==> src/rtl/div_unit.sv <==
// rtl/div_unit.sv - sequential signed restoring divider for the Hi/Lo datapath
//
// Purpose: signed DATA_WIDTH/DATA_WIDTH division, one quotient bit per clock.
//   Quotient goes to Lo and remainder to Hi, with MIPS div semantics:
//   the quotient truncates toward zero and the remainder takes the sign of
//   the dividend. A zero divisor raises DivZero and leaves Hi/Lo untouched.
//
// Ports:
//   clock      in   system clock, rising edge
//   reset      in   synchronous active-low reset
//   InA        in   dividend (two's complement)
//   InB        in   divisor (two's complement)
//   DivControl in   start pulse; restarts the operation if seen while busy
//   Hi         out  remainder
//   Lo         out  quotient
//   DivExit    out  one-cycle completion pulse
//   DivZero    out  one-cycle divide-by-zero pulse (with DivExit)
//
// Build option: DIV_EARLY_EXIT_EN - when defined, an operation with
//   |InA| < |InB| skips the iterations and completes one cycle after start.

module div_unit #(
  parameter int DATA_WIDTH = 32
) (
  input  logic                  clock,
  input  logic                  reset,
  input  logic [DATA_WIDTH-1:0] InA,
  input  logic [DATA_WIDTH-1:0] InB,
  input  logic                  DivControl,
  output logic [DATA_WIDTH-1:0] Hi,
  output logic [DATA_WIDTH-1:0] Lo,
  output logic                  DivExit,
  output logic                  DivZero
);

  localparam int CW = $clog2(DATA_WIDTH) + 1;
  localparam logic [CW-1:0] LAST_STEP = CW'(DATA_WIDTH - 1);

  typedef enum logic [1:0] {
    IDLE,
    ITER,
    FIX
  } state_t;

  state_t state;
  state_t stateNext;

  logic [CW-1:0]         counter;
  logic                  signA;
  logic                  signB;
  logic [DATA_WIDTH-1:0] magB;
  logic [DATA_WIDTH-1:0] quo;
  logic [DATA_WIDTH:0]   rem;

  logic [DATA_WIDTH-1:0] absA;
  logic [DATA_WIDTH-1:0] absB;
  logic                  divByZero;
  logic                  early;
  logic [DATA_WIDTH:0]   remShift;
  logic [DATA_WIDTH:0]   remDiff;
  logic                  fits;

  // Magnitudes are unsigned, so the most negative value maps onto itself
  // and is correctly read as 2^(DATA_WIDTH-1).
  assign absA      = InA[DATA_WIDTH-1] ? (~InA + 1'b1) : InA;
  assign absB      = InB[DATA_WIDTH-1] ? (~InB + 1'b1) : InB;
  assign divByZero = (InB == '0);

`ifdef DIV_EARLY_EXIT_EN
  assign early = (absA < absB);
`else
  assign early = 1'b0;
`endif

  // The partial remainder is always below |B|, so shifting in one quotient
  // bit needs at most DATA_WIDTH+1 bits and the subtraction never wraps.
  assign remShift = {rem[DATA_WIDTH-1:0], quo[DATA_WIDTH-1]};
  assign remDiff  = remShift - {1'b0, magB};
  assign fits     = (remShift >= {1'b0, magB});

  always_comb begin
    stateNext = state;
    case (state)
      IDLE: stateNext = IDLE;
      ITER: if (counter == LAST_STEP) stateNext = FIX;
      FIX:  stateNext = IDLE;
      default: stateNext = IDLE;
    endcase
    // A start pulse wins in every state: busy means restart.
    if (DivControl) begin
      if (divByZero) begin
        stateNext = IDLE;
      end else if (early) begin
        stateNext = FIX;
      end else begin
        stateNext = ITER;
      end
    end
  end

  always_ff @(posedge clock) begin
    if (!reset) begin
      state   <= IDLE;
      counter <= '0;
      signA   <= 1'b0;
      signB   <= 1'b0;
      magB    <= '0;
      quo     <= '0;
      rem     <= '0;
      Hi      <= '0;
      Lo      <= '0;
      DivExit <= 1'b0;
      DivZero <= 1'b0;
    end else begin
      state   <= stateNext;
      DivExit <= 1'b0;
      DivZero <= 1'b0;
      if (DivControl) begin
        if (divByZero) begin
          DivZero <= 1'b1;
          DivExit <= 1'b1;
        end else begin
          signA   <= InA[DATA_WIDTH-1];
          signB   <= InB[DATA_WIDTH-1];
          magB    <= absB;
          counter <= '0;
          if (early) begin
            // Quotient is zero and the whole dividend is the remainder.
            quo <= '0;
            rem <= {1'b0, absA};
          end else begin
            quo <= absA;
            rem <= '0;
          end
        end
      end else begin
        case (state)
          ITER: begin
            rem     <= fits ? remDiff : remShift;
            quo     <= {quo[DATA_WIDTH-2:0], fits};
            counter <= counter + CW'(1);
          end
          FIX: begin
            Lo      <= (signA ^ signB) ? (~quo + 1'b1) : quo;
            Hi      <= signA ? (~rem[DATA_WIDTH-1:0] + 1'b1) : rem[DATA_WIDTH-1:0];
            DivExit <= 1'b1;
          end
          default: begin
          end
        endcase
      end
    end
  end

endmodule

==> config.mk <==
export PLATFORM = sky130hd
export DESIGN_NAME = div_unit
export DESIGN_NICKNAME = d
export VERILOG_FILES = /design/src/rtl/div_unit.sv
export SDC_FILE = /design/constraint.sdc
export NUM_CORES = 1
export LEC_CHECK = 0
export CORE_UTILIZATION = 57
export DETAILED_ROUTE_END_ITERATION = 10
export GPL_TIMING_DRIVEN = 0
export PLACE_DENSITY = 0.81
export SYNTH_ARGS = -nofsm -noshare
export SYNTH_HDL_FRONTEND = slang
export SYNTH_SLANG_ARGS = --single-unit
==> constraint.sdc <==
create_clock -name clock -period 4 [get_ports clock]
set_input_delay 1.2 -clock clock [delete_from_list [all_inputs] [get_ports clock]]
set_output_delay 1.2 -clock clock [all_outputs]
set_load 0.005 [all_outputs]
==> results_dict.tcl <==
set metrics [dict create \
    port_buffers 130 \
    tightestPinTransition_ns 0.8526 \
    status "complete, no violations" \
    worstPathArrival_ns 4.23 \
    nNetsFinal 1587 \
    rrSetupSlack_ns 0.50 \
    ctsLongestPathBuffers 2 \
    min_period_over_period_pct 97.01 \
    slew-limit-headroom_pct 43.16 \
    cap_violations 0 \
    multiInputGateArea_sq_um 6932 \
    power_w 0.004145 \
    fin_util_pct 69.97 \
    holdPathStages 2 \
    die_y_um 140.3 \
    die_area_sq_um 19680 \
    dp_cells 1695 \
    cts-root-buf "clkbuf_16" \
    final_common_cell "nand2_1" \
    synth_edf_count 0 \
    ioPinCount 133 \
    path_clk_slew_ns 0.06 \
    fillerInstances 1581 \
    routed_wl_mm 32.22 \
    synth_cell_types 71 \
    synth-main-ff-cell "dfxtp_1" \
    min_to "magB[30]" \
    layout_common_cells "nand2_1, dfxtp_1, clkdlybuf4s50_1, o21ai_0, xor2_1" \
    setup_violations 0 \
    finalCriticalPeriod_ns 3.881 \
    final-seq-area_sq_um 3443 \
    syn_area_sq_um 10900 \
    core_sq_um 18710 \
    avgSynthCellArea_sq_um 8.189 \
    final_antenna_net_count 0 \
    drt-pass1-iter-count 5 \
    dp_hpwl_mm 25.16 \
    hold_path.class "reg2reg" \
    hold_violations 0 \
    final_cells 1729 \
    viasPerCell 6.159 \
    grt_overflow 0 \
    yosys_warnings 0 \
    async_flop_share_pct 0 \
    grt_pass1_wl_mm 51.31 \
    worst-path-max-fanout 10 \
    grt_max_degree 17 \
    power.density_nw_per_um2 316.7 \
    drtIter0Drc 1016 \
    num_rows 50 \
    syn-num-nets 1436 \
    crit_path_end_kind "register" \
    clock_latency_ns 0.44 \
    r2r_end "rem[28]" \
    n_antenna_cell 0 \
    required_ns 4.34 \
    num_vias 10650 \
    dp_slack_ns -0.3101 \
    leakage_nw 5.994 \
    die_x_um 140.3 \
    cts_buffers 17 \
    drive_gt1_share_pct 5.485 \
    worstHoldStart "magB[30]" \
    fin_skew_ns 0.009559 \
    cp-start-kind "input pin" \
    drc 0 \
    place.gp.congestion 0.9750 \
    antenna_found_initial 0 \
    routedWlPerCell_um 18.64 \
    synth-seq-area-share_pct 31.59 \
    htreeDepth 4 \
    ff2ff_path_depth 13 \
    holdWs_ns 0.4550 \
    worst_r2r_startpoint "quo[31]" \
    crit_type "in2reg" \
    start_util_pct 58.27 \
    grt_pass1_vias 9745 \
    synth-seq-cells 172 \
    cts_sinks 172 \
    maxSlewViolCount 0 \
    worst_slack_ns 0.1194 \
    clock.fmax_mhz 257.7 \
    grt_usage_pct 33.12 \
    syn_inst 1331 \
    vdd_drop_max_mv 0.3144 \
    cts_tree "done" \
    area_delta_synth_final_pct 20.08 \
]
-- critical path, cell delays in order --
cell,delay [ns]
clkdlybuf4s50_1,0.49
or4_4,0.58
or3_4,0.37
nor3_4,0.28
nand4_1,0.27
buf_4,0.22
and2_4,0.18
nor2_8,0.17
buf_4,0.23
nand3_1,0.10
o21ai_0,0.13
-- logic make-up (layout without fill, tap and decap cells) --
| family | after synthesis | count (layout) | synth area share (%) |
|---|---|---|---|
| AOI/OAI and AO/OA | 395 | 395 | 26.07 |
| xor gates and xnor gates | 147 | 147 | 11.81 |
| adders and majority gates | 38 | 38 | 4.431 |
| buffers and inverters | 133 | 297 | 4.948 |
| DFF | 172 | 172 | 31.59 |
| muxes | 22 | 22 | 2.020 |
| and+or+nand+nor | 424 | 424 | 19.13 |
-- state kept, by name (all words and copies together) (netlist names) --
register  cells
Lo           32
magB         32
signB         1
state         2
quo          32
signA         1
DivExit       1
counter       6
rem          32
DivZero       1
Hi           32
-- cell type report --
| cell class | count | area share, % |
|---|---|---|
| clock buffers | 20 | 3.413 |
| flip-flops and latches | 172 | 26.31 |
| repair buffers | 132 | 10.08 |
| multi-input cells | 1026 | 52.96 |
| well taps | 234 | 2.237 |
| plain buffers | 80 | 2.600 |
| clock inverters | 12 | 0.8795 |
| inverters | 53 | 1.520 |
-- per-stage QoR --
stage	area, sq um	TNS, ns
2_1_floorplan	10900	0
3_3_place_gp	12490	-9.313
3_5_place_dp	12490	-12.90
4_1_cts	13060	0
5_1_grt	13090	-0.08628
6_report	13090	0
-- cell usage after synthesis (3+ instances only) --
library cell	n	area, sq um
clkbuf_1	59	221.5
a22oi_1	6	45.04
nor4_1	12	75.07
xnor2_1	49	429.2
and2_1	7	43.79
a21o_1	11	82.58
a21boi_1	6	45.04
nand3b_1	3	22.52
o21ai_0	108	540.5
o31ai_1	28	210.2
buf_2	14	70.07
nand4_1	14	87.58
o2111ai_1	3	26.28
ha_1	37	462.9
o211ai_1	17	127.6
or4_1	11	82.58
or3_1	15	93.84
or2_2	4	25.02
a221oi_1	15	131.4
o21a_1	4	30.03
nor2_1	55	206.5
dfxtp_1	172	3443
a211oi_1	4	30.03
a21boi_0	7	52.55
nor2b_1	25	156.4
o21bai_1	6	45.04
buf_1	3	11.26
a31oi_1	8	50.05
nand2_1	198	743.2
o41ai_1	11	96.34
nor3_1	14	70.07
inv_1	53	198.9
or3_4	4	45.04
mux2i_1	22	220.2
xor2_1	98	858.3
o41ai_2	3	48.80
nand3_1	33	165.2
and3_1	6	37.54
o211a_1	82	820.8
nand2b_1	6	37.54
a21oi_1	59	295.3
a32oi_1	6	52.55
-- repair_timing --
item                       4_1_cts  5_1_grt
hold buffers                     0        0
setup buffers                    0        2
setup endpoints to repair        0       30
hold endpoints to repair         0        0
resized for setup                0        5
-- layer usage --
metal / part of all wire, % / GRT usage, %
met5: 0 / 0
met4: 3.1 / 13.59
met3: 8.9 / 6.769
met2: 41 / 47.89
met1: 47 / 47.70
-- worst max-delay path by stage --
stage,startpoint,end,depth (start not counted)
2_1_floorplan,InA[16],quo[29],8
3_3_place_gp,InB[16],rem[25],11
3_5_place_dp,InB[16],rem[28],11
4_1_cts,InB[16],rem[6],11
5_1_grt,InB[17],rem[28],11
6_report,InB[17],rem[16],11
-- power breakdown --
part,switching (W),internal (W),total (W)
logic,0.000414,0.000295,0.000709
clock network,0.000725,0.000881,0.00161
registers,0.0000658,0.00176,0.00183
Note: power is estimated with default switching activity, not from simulation.
